### config.mk
export PLATFORM = sky130hd
export DESIGN_NAME = agc_mc
export DESIGN_NICKNAME = d
export VERILOG_FILES = /design/src/rtl/agc_pkg.sv /design/src/rtl/agc_gain_ch.sv /design/src/rtl/agc_mc.sv
export SDC_FILE = /design/constraint.sdc
export NUM_CORES = 2
export LEC_CHECK = 0
export CAP_MARGIN = 0
export CELL_PAD_IN_SITES_DETAIL_PLACEMENT = 1
export CELL_PAD_IN_SITES_GLOBAL_PLACEMENT = 2
export CORE_ASPECT_RATIO = 0.8
export CORE_MARGIN = 2
export CORE_UTILIZATION = 43
export CTS_CLUSTER_DIAMETER = 200
export DETAILED_ROUTE_END_ITERATION = 6
export PLACE_DENSITY_LB_ADDON = 0.1
export SETUP_SLACK_MARGIN = 0.2
export SYNTH_ARGS = -nofsm -noshare
export SYNTH_HDL_FRONTEND = slang
export SYNTH_SLANG_ARGS = --single-unit
### constraint.sdc
create_clock -name clk -period 10.34 [get_ports clk]
set_input_delay 1.034 -clock clk [delete_from_list [all_inputs] [get_ports clk]]
set_output_delay 1.034 -clock clk [all_outputs]
set_load 0.05 [all_outputs]
### src/rtl/agc_pkg.sv
// agc_pkg: widths, gain type and arithmetic helpers shared by the multi-channel AGC.
// Sample/gain widths are fixed here; only the channel count is a module parameter.
package agc_pkg;
    localparam int W            = 12;
    localparam int TW           = 8;
    localparam int MW           = 8;
    localparam int EW           = 4;
    localparam int EXP_BIAS     = 8;
    localparam int LOG_WIN      = 4;
    localparam int STEP         = 16;
    localparam int HYST         = 4;
    localparam int LOCK_WINDOWS = 4;
    localparam int PW           = W + MW + 1;
    localparam int SW           = PW + (1 << EW) - 1;
    localparam int MAGW         = W + 1;
    localparam int ACCW         = MAGW + LOG_WIN;
    localparam int CW           = MAGW + 1;
    localparam int LCW          = $clog2(LOCK_WINDOWS + 1);
    localparam logic signed [SW-1:0] SAT_HI = SW'((1 << (W - 1)) - 1);
    localparam logic signed [SW-1:0] SAT_LO = SW'(-(1 << (W - 1)));

    typedef struct packed {
        logic [EW-1:0] exp;
        logic [MW-1:0] mant;
    } gain_t;

    typedef enum logic [1:0] {HOLD, UP, DOWN} dec_e;

    function automatic logic [W-1:0] scale(input logic signed [PW-1:0] p, input logic [EW-1:0] e);
        logic signed [SW-1:0] v;
        v = (SW'(p) <<< e) >>> (MW + EXP_BIAS);
        return v > SAT_HI ? SAT_HI[W-1:0] : v < SAT_LO ? SAT_LO[W-1:0] : v[W-1:0];
    endfunction

    function automatic logic [MAGW-1:0] mag(input logic signed [W-1:0] a, input logic signed [W-1:0] b);
        logic signed [MAGW-1:0] x, y;
        x = MAGW'(a);
        y = MAGW'(b);
        return (x < 0 ? $unsigned(-x) : $unsigned(x)) + (y < 0 ? $unsigned(-y) : $unsigned(y));
    endfunction

    // Lower band edge floors at zero so a small threshold never wraps into a huge target.
    function automatic dec_e decide(input logic [MAGW-1:0] avg, input logic [TW-1:0] thr_in);
        logic [CW-1:0] thr, h;
        thr = CW'(thr_in) << (W - TW);
        h   = CW'(HYST) << (W - TW);
        return CW'(avg) > thr + h ? DOWN : CW'(avg) < (thr > h ? thr - h : '0) ? UP : HOLD;
    endfunction

    function automatic gain_t step_up(input gain_t g);
        logic [MW:0] s;
        s = {1'b0, g.mant} + (MW + 1)'(STEP);
        step_up = g;
        if (!s[MW]) step_up.mant = s[MW-1:0];
        else if (g.exp == '1) step_up.mant = '1;
        else begin
            step_up.mant = s[MW-1:0];
            step_up.exp  = g.exp + 1'b1;
        end
    endfunction

    function automatic gain_t step_down(input gain_t g);
        step_down = g;
        if (g.mant >= MW'(STEP)) step_down.mant = g.mant - MW'(STEP);
        else if (g.exp == '0) step_down.mant = '0;
        else begin
            step_down.mant = g.mant - MW'(STEP);
            step_down.exp  = g.exp - 1'b1;
        end
    endfunction
endpackage

### src/rtl/agc_gain_ch.sv
// agc_gain_ch: one I/Q channel -- three-stage gain pipeline, magnitude detector and gain register.
// With AGC_LOCK_DETECT_EN defined it also counts consecutive in-band windows and drives lock_o.
module agc_gain_ch
    import agc_pkg::*;
(
    input  logic          clk,
    input  logic          rst,
    input  logic          in_v_i,
    input  logic          s1_v_i,
    input  logic          s2_v_i,
    input  logic          out_v_i,
    input  logic          win_end_i,
    input  logic          gain_load_i,
    input  logic          freeze_i,
    input  logic [TW-1:0] threshold_i,
    input  logic [MW-1:0] init_mant_i,
    input  logic [EW-1:0] init_exp_i,
    input  logic [W-1:0]  in_i_i,
    input  logic [W-1:0]  in_q_i,
    output logic [W-1:0]  out_i_o,
    output logic [W-1:0]  out_q_o,
    output logic [MW-1:0] mant_o,
    output logic [EW-1:0] exp_o
`ifdef AGC_LOCK_DETECT_EN
    ,
    output logic          lock_o
`endif
);
    logic signed [W-1:0]  s1_i_q, s1_q_q, o_i_q, o_q_q;
    logic [MW-1:0]        s1_m_q;
    logic [EW-1:0]        s1_e_q, s2_e_q;
    logic signed [PW-1:0] s2_i_q, s2_q_q, fac;
    logic [ACCW-1:0]      acc_q, acc_d, acc_sum;
    logic [MAGW-1:0]      avg;
    gain_t                g_q, g_d, g_init, g_step;
    dec_e                 dec;

    assign g_init  = {init_exp_i, init_mant_i};
    assign fac     = PW'($signed({2'b01, s1_m_q}));
    assign acc_sum = acc_q + ACCW'(mag(o_i_q, o_q_q));
    assign avg     = MAGW'(acc_sum >> LOG_WIN);
    assign dec     = decide(avg, threshold_i);
    assign g_step  = dec == UP ? step_up(g_q) : dec == DOWN ? step_down(g_q) : g_q;
    assign g_d     = gain_load_i ? g_init : win_end_i && !freeze_i ? g_step : g_q;
    assign acc_d   = gain_load_i || win_end_i ? '0 : out_v_i ? acc_sum : acc_q;
    assign out_i_o = o_i_q;
    assign out_q_o = o_q_q;
    assign mant_o  = g_q.mant;
    assign exp_o   = g_q.exp;

    // Each stage advances only with its valid so a sample keeps the gain it was captured with.
    always_ff @(posedge clk) begin
        if (rst) begin
            s1_i_q <= '0;
            s1_q_q <= '0;
            s1_m_q <= '0;
            s1_e_q <= '0;
            s2_i_q <= '0;
            s2_q_q <= '0;
            s2_e_q <= '0;
            o_i_q  <= '0;
            o_q_q  <= '0;
            acc_q  <= '0;
            g_q    <= g_init;
        end else begin
            if (in_v_i) begin
                s1_i_q <= in_i_i;
                s1_q_q <= in_q_i;
                s1_m_q <= g_q.mant;
                s1_e_q <= g_q.exp;
            end
            if (s1_v_i) begin
                s2_i_q <= PW'(s1_i_q) * fac;
                s2_q_q <= PW'(s1_q_q) * fac;
                s2_e_q <= s1_e_q;
            end
            if (s2_v_i) begin
                o_i_q <= scale(s2_i_q, s2_e_q);
                o_q_q <= scale(s2_q_q, s2_e_q);
            end
            acc_q <= acc_d;
            g_q   <= g_d;
        end
    end

`ifdef AGC_LOCK_DETECT_EN
    logic [LCW-1:0] lc_q, lc_d;

    assign lock_o = lc_q == LCW'(LOCK_WINDOWS);
    assign lc_d   = gain_load_i ? '0 : !win_end_i ? lc_q : dec != HOLD ? '0 : lock_o ? lc_q : lc_q + 1'b1;

    always_ff @(posedge clk) begin
        lc_q <= rst ? '0 : lc_d;
    end
`endif
endmodule

### src/rtl/agc_mc.sv
// agc_mc: NCH-channel I/Q automatic gain control with a shared window counter and valid pipeline.
// Define AGC_LOCK_DETECT_EN to add the per-channel lock output.
module agc_mc
    import agc_pkg::*;
#(
    parameter int NCH = 2
) (
    input  logic              clk,
    input  logic              rst,
    input  logic              in_valid,
    input  logic [NCH*W-1:0]  in_i,
    input  logic [NCH*W-1:0]  in_q,
    input  logic [TW-1:0]     threshold,
    input  logic [MW-1:0]     init_mantissa,
    input  logic [EW-1:0]     init_exp,
    input  logic              gain_load,
    input  logic              freeze,
    output logic              out_valid,
    output logic [NCH*W-1:0]  out_i,
    output logic [NCH*W-1:0]  out_q,
    output logic [NCH*MW-1:0] gain_mant,
    output logic [NCH*EW-1:0] gain_exp
`ifdef AGC_LOCK_DETECT_EN
    ,
    output logic [NCH-1:0]    lock
`endif
);
    logic [2:0]         v_q, v_d;
    logic [LOG_WIN-1:0] cnt_q, cnt_d;
    logic               win_end;

    assign v_d       = {v_q[1:0], in_valid};
    assign out_valid = v_q[2];
    assign win_end   = v_q[2] && cnt_q == '1;
    assign cnt_d     = gain_load ? '0 : v_q[2] ? cnt_q + 1'b1 : cnt_q;

    always_ff @(posedge clk) begin
        v_q   <= rst ? '0 : v_d;
        cnt_q <= rst ? '0 : cnt_d;
    end

    for (genvar c = 0; c < NCH; c++) begin : g_ch
        agc_gain_ch u_ch (
            .clk         (clk),
            .rst         (rst),
            .in_v_i      (in_valid),
            .s1_v_i      (v_q[0]),
            .s2_v_i      (v_q[1]),
            .out_v_i     (v_q[2]),
            .win_end_i   (win_end),
            .gain_load_i (gain_load),
            .freeze_i    (freeze),
            .threshold_i (threshold),
            .init_mant_i (init_mantissa),
            .init_exp_i  (init_exp),
            .in_i_i      (in_i[c*W +: W]),
            .in_q_i      (in_q[c*W +: W]),
            .out_i_o     (out_i[c*W +: W]),
            .out_q_o     (out_q[c*W +: W]),
            .mant_o      (gain_mant[c*MW +: MW]),
            .exp_o       (gain_exp[c*EW +: EW])
`ifdef AGC_LOCK_DETECT_EN
            ,
            .lock_o      (lock[c])
`endif
        );
    end
endmodule
==> impl_summary.md <==
Power
The power density of the placed cells is roughly 100 nW/µm². The leakage power figure is roughly 17 nW. The worst-case IR drop observed on VDD is 0.118 mV.

Run
The max-capacitance violation count is 0.

Drt
After detailed routing, the number of vias per cell comes to between 5 and 6. The via count is 26500. The first detailed-routing pass took 5 iterations. The wire length per cell is 19.6 µm.

Wires add up to between 90 and 100 mm. The post-route antenna net violation count is 0. The first routing iteration left 1415 violations. After detailed routing, the number of remaining DRC violations is 0.

Timing
Setup violations remaining at the end of the flow were counted as 0. The final worst-path cycle share is between 80% and 90%. Setup repair after global routing left no endpoint under its margin. The number of pins with negative max-slew slack in the final report is 0.

After layout, the worst setup slack is 2.04 ns. The final critical delay including setup and external delays is 8.30 ns. Hold is met by 0.497 ns. The setup TNS after final layout is 0 ns. The relative slew slack is 17.5%. Across the routed clock network, the largest skew measured is 0.0221 ns. At the pin with the least slew margin, the transition time is 1.24 ns. Derived from the worst setup path, the maximum achievable clock frequency is 0.120 GHz. The count of endpoints failing hold in the final timing report is 0.

Place
The placed instance count is 4815. The final RePlAce weighted congestion is between 0.8 and 0.9. The setup slack at placement is 2.10 ns. The half-perimeter wire length of the detailed placement result is 76.4 mm. The count of buffers added on input and output ports is roughly 150.

Die
The core region is 77000 µm². The I/O pin count is 146. The floorplan step set the die height to 253 µm.

Once the floorplan was initialized, standard cells occupied 43.3% of the core. The initialized floorplan defines 91 standard-cell rows. The floorplan step defined a die boundary enclosing between 70000 and 80000 µm². The die outline width is 315 µm.

Global routing
The global-route wire length before repair is 157 mm. The number of global-route vias before repair came to 28500. Entering global routing, the biggest net connects 100 pins. Global routing consumed, over all layers together, 24.5% of the routing resources. Global routing finished with a remaining overflow of 0. The initial antenna violation count is 4.

Logic synthesis
Counting distinct cell types in the post-synthesis netlist gives 86. The leading register cell type out of synthesis is sky130_fd_sc_hd__dfxtp_1. After synthesis the netlist holds a flip-flop and latch count of 273. The synthesized area per cell is 8.82 µm². The synthesized design devotes to its leading area cell type 22.2% of total area.

The synthesized design spends more area on one cell type than any other, namely sky130_fd_sc_hd__fa_1. Sequential cells were found to cover 17.1% of the synthesized design area. The post-synthesis instance area is 33400 µm². The cell count after synthesis came out at between 3000 and 4000. The Yosys step of the flow raised 0 warnings. Yosys mapped a number of flops with a built-in enable equal to 24. For this run, asynchronously set or reset flops after synthesis account for 0%. The number of nets in the synthesized netlist is 4498. By area the synthesized netlist is led by sky130_fd_sc_hd__fa_1 22%, sky130_fd_sc_hd__dfxtp_1 15%, sky130_fd_sc_hd__ha_1 10%, sky130_fd_sc_hd__mux2i_1 8.1%, sky130_fd_sc_hd__inv_1 5.1%.

Clock network
The CTS root buffer is sky130_fd_sc_hd__clkbuf_16. The H-tree generated during clock tree synthesis spans 2 levels. The total clock sinks is between 200 and 300. The clock tree from TritonCTS is done. The clock passes through at most 3 buffers. The post-CTS setup buffer count is 0. The number of buffers created by CTS is 37. In this run, post-CTS repair resized a total of 0 instances.

At the later pin of the worst-skew pair, clock insertion delay measures 0.59 ns. The total of hold buffers inserted after clock tree synthesis is 0. The clock edge transition at the registers on the reported setup and hold paths is roughly 0.06 ns.

Critical path
STA classifies the critical path endpoint as a register. The critical path's most frequent cell is sky130_fd_sc_hd__o21ai_0. By startpoint and endpoint, the worst setup path is classified as register to register. On the worst path, the slowest cell contributes a delay of 0.54 ns.

STA puts the critical path data arrival time at about 8.6 ns. The setup check on the worst reg-to-reg path leaves a slack of a little over 2 ns. The maximum net fanout on the critical path is 15.

For this design, the slowest cell found on the critical path is sky130_fd_sc_hd__a222oi_1. The data required time of the worst path is ~11 ns. STA classifies the critical path startpoint as a register.

Hold path
The worst hold path belongs to the class register to register.

Cells and area
The multi-input combinational cells in the finished layout cover a total of ~25000 µm². Registers take between 5000 and 6000 µm². The share of final-layout standard cells stronger than drive strength 1 is 4.64%. The area overhead of the layout relative to synthesis is 10.8%. The count of nets after finishing is 4546. The count of non-filler cells in the finished layout is slightly below 5000.

In the layout the commonest cells are 454 x sky130_fd_sc_hd__inv_1, 370 x sky130_fd_sc_hd__fa_1, 360 x sky130_fd_sc_hd__nor2_1. 0 antenna diodes ended up in the layout. Leaving out fill and tap cells, the most frequent cell in the layout is sky130_fd_sc_hd__inv_1. After filler insertion, the fill cell instance count of the layout stands at 8950.

Status
The run finished with clean final reports.
-- synth_stat cells (all sizes together), types with 6 or more instances --
master	count
inv	454
fa	370
nor2	361
nand2	325
ha	272
mux2i	271
and2	251
dfxtp	249
a21oi	157
xnor2	148
clkbuf	131
o21ai	100
a211oi	51
nand3	44
xor2	43
a21o	42
nor2b	40
nand2b	39
buf	36
nor3	35
mux4	26
edfxtp	24
o211ai	24
mux2	23
nand4	22
a31oi	20
o21a	18
o31ai	18
and3	17
o21bai	15
or2	15
nor4	14
or3	14
a211o	9
o22ai	7
o41ai	7
a21boi	6
a41oi	6
or4	6
-- logic make-up (layout without fill, tap and decap cells) --
group / Yosys count / count (layout) / synth area share [%]
and+or+nand+nor: 1204 / 1204 / 17.3
adders and majority gates: 643 / 643 / 32.4
buffers and inverters: 623 / 699 / 7.05
AOI/OAI and AO/OA: 527 / 527 / 10.3
muxes: 320 / 320 / 10.7
DFF: 273 / 273 / 17.1
xor gates and xnor gates: 193 / 193 / 5.15
-- path summary, 6_finish.rpt --
check	startpoint	to	depth (start not counted)
worst min-delay path	g_ch[1].u_ch.acc_q[2]	g_ch[1].u_ch.acc_q[2]	2
worst max-delay path	g_ch[0].u_ch.out_i_o[0]	g_ch[0].u_ch.exp_o[3]	39
worst max register to register	g_ch[0].u_ch.out_i_o[0]	g_ch[0].u_ch.exp_o[3]	39
worst min register to register	g_ch[1].u_ch.acc_q[2]	g_ch[1].u_ch.acc_q[2]	2
-- power by group --
group	switching (mW)	leakage [nW]	internal [mW]	total [mW]
logic	0.637	14.3	0.450	1.09
registers	0.124	2.28	1.13	1.25
clock network	0.562	0.611	0.815	1.38
total	1.32	17.1	2.39	3.71
-- metal layers --
layer	GRT usage (%)	routed length, µm
met5	0	45
met4	5.63	1930
met3	4.14	4410
met2	38.1	41300
met1	35.5	48000
-- final cells by class --
class,count,area share (%)
clock inverter,15,0.575
multi-input combinational,2887,68.5
tap,1023,3.46
inverter,456,4.63
sequential,273,15.5
timing repair buffer,176,4.55
clock buffer,52,2.85
-- registers in the layout, summed over array words and instances, names as in the netlist, 16 cells and up --
signal,cells
g_ch.u_ch.s1_q_q,24
g_ch.u_ch.s1_m_q,16
g_ch.u_ch.mant_o,16
g_ch.u_ch.s2_q_q,40
g_ch.u_ch.out_i_o,24
g_ch.u_ch.acc_q,34
g_ch.u_ch.s1_i_q,24
g_ch.u_ch.s2_i_q,40
g_ch.u_ch.out_q_o,24
-- per-stage QoR --
step                      power (mW)  area (µm²)  utilization (%)
after global placement          2.32       35700             46.4
after detailed placement        2.36       35700             46.4
final                           3.71       37000             48.0
after CTS                       3.77       37000             48.0
after global routing            3.95       37000             48.0
after floorplan                 2.01       33400                -
-- worst max-delay path: cells and delay by family, from the launching register on --
kind / cells / cell delay [ns]
AOI/OAI and AO/OA: 18 / 3.64
adders and majority gates: 5 / 1.61
and+or+nand+nor: 7 / 0.92
buffers and inverters: 5 / 0.72
xor gates and xnor gates: 3 / 0.45
DFF: 1 / 0.44
muxes: 1 / 0.27
Note: power is estimated with default switching activity, not from simulation.
